==> config.mk <==
export PLATFORM = sky130hd
export DESIGN_NAME = mu_issue_ctl
export DESIGN_NICKNAME = d
export VERILOG_FILES = /design/src/rtl/mu_pkg.sv /design/src/rtl/mu_rsp_fifo.sv /design/src/rtl/mu_issue_ctl.sv
export SDC_FILE = /design/constraint.sdc
export NUM_CORES = 1
export LEC_CHECK = 0
export ABC_AREA = 1
export BUFFER_PORTS_ARGS = -buffer_cell sky130_fd_sc_hd__buf_2
export CAP_MARGIN = 0
export CORE_UTILIZATION = 54
export DETAILED_ROUTE_END_ITERATION = 6
export GPL_TIMING_DRIVEN = 0
export PLACE_DENSITY = 0.85
export SETUP_SLACK_MARGIN = 0.15
export SYNTH_ARGS = -nofsm -noshare
export SYNTH_HDL_FRONTEND = slang
export SYNTH_SLANG_ARGS = --single-unit
==> constraint.sdc <==
create_clock -name clk -period 5.1 [get_ports clk]
set_clock_uncertainty 0.2 [all_clocks]
set_input_delay 0.765 -clock clk [delete_from_list [all_inputs] [get_ports clk]]
set_output_delay 0.765 -clock clk [all_outputs]
set_load 0.03 [all_outputs]
==> src/rtl/mu_pkg.sv <==
// mu_pkg: shared widths, latency and mulctl encodings for the multiply unit and its issue stage
package mu_pkg;
  localparam int XLEN      = 32;
  localparam int MU_LAT    = 2;
  localparam int TAG_W     = 5;
  localparam int BUF_DEPTH = 4;
  typedef enum logic [1:0] {
    MUL_LO = 2'b00,
    MULH   = 2'b01,
    MULHSU = 2'b10,
    MULHU  = 2'b11
  } mulctl_e;
endpackage

==> src/rtl/mu_rsp_fifo.sv <==
// mu_rsp_fifo: in-order result buffer with separate occupancy count and synchronous clear
module mu_rsp_fifo #(
  parameter int W     = mu_pkg::XLEN + mu_pkg::TAG_W,
  parameter int DEPTH = mu_pkg::BUF_DEPTH,
  parameter int CW    = $clog2(DEPTH + 1)
) (
  input  logic          clk,
  input  logic          rst_n,
  input  logic          push_i,
  input  logic          pop_i,
  input  logic          clr_i,
  input  logic [W-1:0]  din_i,
  output logic [CW-1:0] count_o,
  output logic [W-1:0]  head_o
);
  localparam int AW = $clog2(DEPTH);
  logic [W-1:0]  mem_q [DEPTH];
  logic [AW-1:0] wr_q, rd_q;
  logic [CW-1:0] cnt_q;
  always_ff @(posedge clk or negedge rst_n) begin
    if (!rst_n) begin
      wr_q  <= '0;
      rd_q  <= '0;
      cnt_q <= '0;
    end else if (clr_i) begin
      wr_q  <= '0;
      rd_q  <= '0;
      cnt_q <= '0;
    end else begin
      wr_q  <= wr_q + AW'(push_i);
      rd_q  <= rd_q + AW'(pop_i);
      cnt_q <= cnt_q + CW'(push_i) - CW'(pop_i);
    end
  end
  always_ff @(posedge clk)
    if (push_i & ~clr_i) mem_q[wr_q] <= din_i;
  assign count_o = cnt_q;
  // Head reads as zero when empty so stale entries never leak onto the response bus
  assign head_o = (cnt_q != '0) ? mem_q[rd_q] : '0;
  a_no_overflow: assert property (@(posedge clk) disable iff (!rst_n)
    !(push_i && !clr_i && cnt_q == CW'(DEPTH)));
endmodule

==> src/rtl/mu_issue_ctl.sv <==
// mu_issue_ctl: issues multiply requests to mu, tracks them through its fixed latency
// and buffers tagged results so writeback can stall a non-stallable multiplier
module mu_issue_ctl #(
  parameter int XLEN      = mu_pkg::XLEN,
  parameter int MU_LAT    = mu_pkg::MU_LAT,
  parameter int TAG_W     = mu_pkg::TAG_W,
  parameter int BUF_DEPTH = mu_pkg::BUF_DEPTH
) (
  input  logic             clk,
  input  logic             rst_n,
  input  logic             req_valid,
  output logic             req_ready,
  input  logic [XLEN-1:0]  req_a,
  input  logic [XLEN-1:0]  req_b,
  input  logic [1:0]       req_mulctl,
  input  logic [TAG_W-1:0] req_rd,
  input  logic             flush,
  output logic [XLEN-1:0]  mu_a,
  output logic [XLEN-1:0]  mu_b,
  output logic [1:0]       mu_mulctl,
  input  logic [XLEN-1:0]  mu_res,
  output logic             rsp_valid,
  input  logic             rsp_ready,
  output logic [XLEN-1:0]  rsp_data,
  output logic [TAG_W-1:0] rsp_rd,
  output logic             busy
);
  import mu_pkg::*;
  // Stage 0 mirrors the mu operand register; the last stage marks mu_res valid this cycle
  localparam int NS = MU_LAT + 1;
  localparam int CW = $clog2(BUF_DEPTH + 1);
  logic [NS-1:0]    vld_q;
  logic [TAG_W-1:0] tag_q [NS];
  logic [XLEN-1:0]  mu_a_q, mu_b_q;
  logic [1:0]       mu_mulctl_q;
  logic [CW-1:0]    cnt;
  logic [CW:0]      occ;
  logic             fire, push, pop;
  always_comb begin
    occ = (CW + 1)'(cnt);
    for (int i = 0; i < NS; i++) occ = occ + (CW + 1)'(vld_q[i]);
  end
  // Credits come from registered state only, so a same-cycle pop frees nothing yet
  assign req_ready = rst_n & ~flush & (occ < (CW + 1)'(BUF_DEPTH));
  assign fire      = req_valid & req_ready;
  assign push      = vld_q[NS-1] & ~flush;
  assign pop       = rsp_valid & rsp_ready & ~flush;
  always_ff @(posedge clk or negedge rst_n) begin
    if (!rst_n) begin
      vld_q       <= '0;
      mu_a_q      <= '0;
      mu_b_q      <= '0;
      mu_mulctl_q <= MUL_LO;
    end else begin
      vld_q       <= flush ? '0 : {vld_q[NS-2:0], fire};
      mu_a_q      <= fire ? req_a : '0;
      mu_b_q      <= fire ? req_b : '0;
      mu_mulctl_q <= fire ? req_mulctl : MUL_LO;
    end
  end
  always_ff @(posedge clk) begin
    tag_q[0] <= req_rd;
    for (int i = 1; i < NS; i++) tag_q[i] <= tag_q[i-1];
  end
  mu_rsp_fifo #(.W(XLEN + TAG_W), .DEPTH(BUF_DEPTH)) u_fifo (
    .clk     (clk),
    .rst_n   (rst_n),
    .push_i  (push),
    .pop_i   (pop),
    .clr_i   (flush),
    .din_i   ({tag_q[NS-1], mu_res}),
    .count_o (cnt),
    .head_o  ({rsp_rd, rsp_data})
  );
  assign mu_a      = mu_a_q;
  assign mu_b      = mu_b_q;
  assign mu_mulctl = mu_mulctl_q;
  assign rsp_valid = cnt != '0;
  assign busy      = (|vld_q) | rsp_valid;
endmodule

After elaboration in Yosys (flattened, before gate mapping) --
Memories as Yosys holds them, arrays and structs flattened. Index checks and enable logic that the tools add are counted. W data, S select, Z words.
Storage, ports and cells: register bits after elaboration 76, bits in writable memories 163, word-level logic and storage cells 38, memories kept 2
Memories:
- u_fifo.mem_q | words 4, width 37, read ports 1, clocked after Yosys merged registers in 0, wr ports 1, RTL line mu_rsp_fifo.sv:17 | logic [W-1:0] mem_q [DEPTH];
- tag_q | words 3, width 5, read ports 3, clocked after Yosys merged registers in 0, wr ports 3, RTL line mu_issue_ctl.sv:33 | logic [TAG_W-1:0] tag_q [NS];
Cells by class: add/sub/neg operators 7, order comparisons 1, muxes and demuxes 10, bitwise operators 9, reduce and logical (&&, ||, !) cells 2
Operator list (number):
- $mux W32 | 2
- $mux W37 | 1
- $add A4 B1 Y4 | 2
- $and A1 B1 Y1 | 7
- $mux W2 | 3
- $mux W3 | 2
- $add A2 B1 Y2 | 2
- $add A3 B1 Y4 | 1
- $lt A4 B3 Y1 const B | 1
- $add A3 B1 Y3 | 1
- $reduce_bool A3 Y1 | 1
- $reduce_or A3 Y1 | 1
- $sub A3 B1 Y3 | 1
- $mux W1 | 2
- $not A1 Y1 | 1
- $or A1 B1 Y1 | 1

Longest topological paths before layout --
depth after elaboration 7, depth in mapped cells 13, depth with buffers taken out 12

By module --
A second synthesis with hierarchy kept.
Second synthesis, totals: cells, all modules 876, area total of the unflattened synthesis 9490.4 µm²
By module, submodules not included:
- mu_rsp_fifo | times used 1, cells an instance 626, area each 6636.4 µm², sequential area each 4619.4 µm²
- mu_issue_ctl | times used 1, cells an instance 250, area each 2854.0 µm², sequential area each 2026.9 µm²

Least setup slack after synthesis --
OpenSTA, ideal clock, no wires.
kind input -> register, start point input port flush, end point memory u_fifo.mem_q[0][0] (netlist name) (enable), setup time 0.477 ns, arrival time 3.625 ns, required time 4.423 ns, setup slack 0.798 ns, stages on the path 4, path buffers 1, cells stage by stage buf_6 > inv_1 > nand2_1 > nor3_1
Between the ends: cells in the longest elaborated chain, start to end 5
RTL lines:
- from (decl) | RTL line mu_issue_ctl.sv:17 | input logic flush,
- $not A1 Y1 (*) | RTL line mu_rsp_fifo.sv:36, mu_issue_ctl.sv:46
- $and A1 B1 Y1 | RTL line mu_issue_ctl.sv:46 | assign push = vld_q[NS-1] & ~flush;
- $and A1 B1 Y1 (*) | RTL line mu_rsp_fifo.sv:36 | if (push_i & ~clr_i) mem_q[wr_q] <= din_i;
- $mux W1 (*) | RTL line mu_rsp_fifo.sv:36
- $mux W1 (not written as such) (*) | RTL line mu_rsp_fifo.sv:36
- to (decl) | RTL line mu_rsp_fifo.sv:17
Mark *: on every way between the ends. The rest lies on a longest branch, timed or not.

Worst setup path in the final report --
start point input port rst_n, end point output port req_ready
Between the ends: cells in the longest elaborated chain, start to end 2
RTL lines:
- from (decl) | RTL line mu_issue_ctl.sv:10 | input logic rst_n,
- $and A1 B1 Y1 (2 in a row) | RTL line mu_issue_ctl.sv:44 | assign req_ready = rst_n & ~flush & (occ < (CW + 1)'(BUF_DEPTH));
- to (decl) | RTL line mu_issue_ctl.sv:12 | output logic req_ready,
No other way between the ends.

==> impl_metrics.csv <==
group,metric,value,unit
cts,clkTransAtPathRegs,0.06,ns
worst_setup_path,setup.worst_path.start,"rst_n",
final_layout,finalCoreUtilization,69.0,%
synthesis,postSynthNetCount,989,
worst_setup_path,endpoint_kind,"primary output",
power_and_ir_drop,irDropWorstVdd,378,µV
cts,insertion_delay_to_the_later_sink_of_the_worst_skew_pair,0.51,ns
grt,groute.usage.overall,23.1,%
final_layout,total_non_filler_cell_area_in_the_finished_layout,11900,µm²
worst_setup_path,cp_cell_sequence,"dlygate4sd3_1 > buf_4 > buf_16 > inv_1 > nor2_4 > nand3_1 > inv_1 > buf_2",
worst_setup_path,rr_worst_depth,13,
worst_setup_path,rrSetupSlack,2.42,ns
sta,max_slew.worst_pin.slew,0.998,ns
worst_setup_path,rr_startpoint,"u_fifo.count_o[1]$_DFF_PN0_",
placed_design,gp_congestion,0.816,
drt,via_count,6574,
floorplanning,fp.dieArea,18100,µm²
final_layout,synthToLayoutAreaGrowth,25.2,%
sta,finalHoldWorstSlack,0.126,ns
sta,hold_viol_final,0,
floorplanning,initial_utilization,55.1,%
sta,final_number_of_max_transition_violations,0,
drt,totalWireLength,20.5,mm
grt,grt_max_degree,75,
floorplanning,dieHeight,134,µm
cts,max-clock-path-buffers,3,
worst_setup_path,worst_r2r_endpoint,"u_fifo.count_o[2]$_DFF_PN0_",
synthesis,synth.lib_cells_used.distinct,22,
drt,drt_pre_antenna_iters,5,
sta,final_period_minus_worst_setup_slack,3.31,ns
worst_setup_path,cp-start-kind,"primary input",
worst_setup_path,worst_path_dominant_cell_family,"buffers and inverters",
drt,ant_nets,0,
cts,cts_buffers,24,
floorplanning,std_cell_rows,48,
drt,drt_drc_violations_left,0,
outcome,outcome,"completed",
synthesis,yosys_warnings,0,
cts,cts_hold_buffers,1,
job,max_cap_viols,0,
worst_setup_path,cp_slowest_cell,"dlygate4sd3_1",
worst_setup_path,critical_path_peak_fanout,74,
sta,setup_tns,0,ns
worst_setup_path,timing.critical_path.to,"req_ready",
placed_design,buffer_ports.inserted,212,
cts,cts_tree,"done",
synthesis,ys_seq_elements,239,
floorplanning,io-pin-count,214,
floorplanning,fp.coreArea,17200,µm²
power_and_ir_drop,power.density_cell_area,421,nW/µm²
final_layout,fill_cells,1191,
placed_design,hpwl,14.2,mm
drt,route.detailed.wl_per_inst,14.9,µm
final_layout,nNetsFinal,1244,
worst_hold_path,hold_path_class,"reg -> reg",
worst_setup_path,crit_path_frequent_cell,"inv_1",
cts,clkSinkCount,239,
worst_setup_path,worst-setup-path-type,"in -> out",
worst_setup_path,timing.critical_path.depth,8,
final_layout,register_area,6650,µm²
final_layout,post_route_cells_drive_above_1_share,28.2,%
grt,grt-ovfl-total,0,
sta,rsz_0062_raised_after_global_routing,"false",
cts,postCtsSetupRepairBufs,0,
grt,grt_first_pass_wirelength,32.3,mm
final_layout,instances_no_fill,1371,
placed_design,dpl-instance-area,11000,µm²
grt,via_count_of_the_first_global_routing_pass,6779,
cts,htreeDepth,1,
worst_setup_path,slowest_delay,0.52,ns
grt,initial_antenna_violation_count,0,
synthesis,synth_area,9470,µm²
worst_setup_path,critPathArrivalTime,2.35,ns
final_layout,multi_input_combinational_cell_area,1760,µm²
cts,clock_tree.root_cell,"clkbuf_16",
sta,post_route_clock_period_utilization,65.0,%
synthesis,post_synthesis_sequential_area_ratio,70.2,%
synthesis,syn-mean-instance-area,10.8,µm²
floorplanning,die_w,134,µm
power_and_ir_drop,cellLeakagePower,6.11,nW
sta,slew-limit-headroom,33.1,%
cts,post_cts_resized,0,
sta,timing.final.setup_violations,0,
placed_design,number_of_placed_instances_with_taps_included,1326,
worst_setup_path,crit_required,4.14,ns
synthesis,netlist_instances,873,
drt,drtIter0Drc,447,
sta,timing.fmax,302,MHz
worst_setup_path,cp.buffers_inverters,6,
drt,avgViaCountPerCell,4.80,
## flip-flops by register name, indices dropped and copies added, names as in the netlist
signal / count
u_fifo.rd_q: 2
u_fifo.mem_q: 148
mu_b: 32
tag_q: 15
mu_a: 32
vld_q: 3
u_fifo.wr_q: 2
u_fifo.count_o: 3
mu_mulctl: 2
## report_power, final
| part | total (mW) | internal [mW] | switching [mW] |
|---|---|---|---|
| registers | 2.12 | 2.10 | 0.0186 |
| logic | 1.10 | 0.282 | 0.814 |
| clock network | 1.77 | 1.07 | 0.707 |
## cell usage after synthesis
cell	n	area (µm²)
inv_1	234	878
nand2_1	153	574
edfxtp_1	148	4440
nand3_1	77	385
dfrtp_1	76	1900
nor2_1	48	180
a21oi_1	39	195
nor2_2	20	125
buf_2	18	90.1
dfxtp_1	15	300
nor2_4	10	113
clkbuf_1	8	30.0
ha_1	6	75.1
buf_6	5	56.3
buf_1	4	15.0
nor3_1	4	20.0
fa_1	2	40.0
inv_2	2	7.51
nand3b_1	1	7.51
nand4_2	1	12.5
o21ai_0	1	5.00
xnor2_1	1	8.76
## cells by family (layout without fill, tap and decap cells)
family / after synthesis / after routing / synth area share, %
and+or+nand+nor: 314 / 314 / 15.0
adders and majority gates: 8 / 8 / 1.22
buffers and inverters: 271 / 543 / 11.4
xor gates and xnor gates: 1 / 1 / 0.0925
other: 0 / 1 / 0
AOI/OAI and AO/OA: 40 / 40 / 2.11
DFF: 239 / 239 / 70.2
## worst min-delay path by stage
stage                              from                    to  slack [ns]  cells past startpoint
finish              tag_q[0][2]$_DFF_P_   tag_q[0][7]$_DFF_P_        0.13                      0
global route                  req_rd[0]   tag_q[0][0]$_DFF_P_        0.13                      1
CTS                 tag_q[0][2]$_DFF_P_   tag_q[0][7]$_DFF_P_        0.13                      0
detailed placement  tag_q[0][0]$_DFF_P_   tag_q[0][5]$_DFF_P_        0.11                      0
global placement    tag_q[0][9]$_DFF_P_  tag_q[0][14]$_DFF_P_        0.11                      0
floorplan           tag_q[0][5]$_DFF_P_  tag_q[0][10]$_DFF_P_        0.11                      0
## cell usage in the layout, fill, tap and decap left out, drive strengths merged, types with 4 or more instances in the layout
cell	count
dfxtp	15
nand3	77
clkbuf	35
edfxtp	148
buf	255
nand2	153
clkinv	9
bufinv	4
nor3	4
ha	6
a21oi	39
dfrtp	76
inv	236
nor2	78
## area by class of cell
class | instances | area share, %
tap | 225 | 2.37
buffer | 35 | 1.61
antenna | 1 | 0.0211
clock buffer | 27 | 5.16
clock inverter | 16 | 1.61
timing repair buffer | 229 | 10.8
inverter | 236 | 7.47
sequential | 239 | 56.1
multi-input combinational | 363 | 14.9
## per-stage QoR
stage | setup WS, ns | power [mW]
2_1_floorplan | 0.798 | 2.87
3_3_place_gp | -1.21 | 3.23
3_5_place_dp | 2.19 | 3.25
4_1_cts | 1.74 | 5.02
5_1_grt | 1.64 | 5.18
6_report | 1.79 | 4.99
## metal layers
metal,part of all wire [%],global-route usage (%),vias up
li1,-,-,3164
met1,36,26.7,3024
met2,51,41.7,333
met3,9.8,5.90,53
met4,2.5,8.05,0
met5,0,0,-
Note: power is estimated with default switching activity, not from simulation.
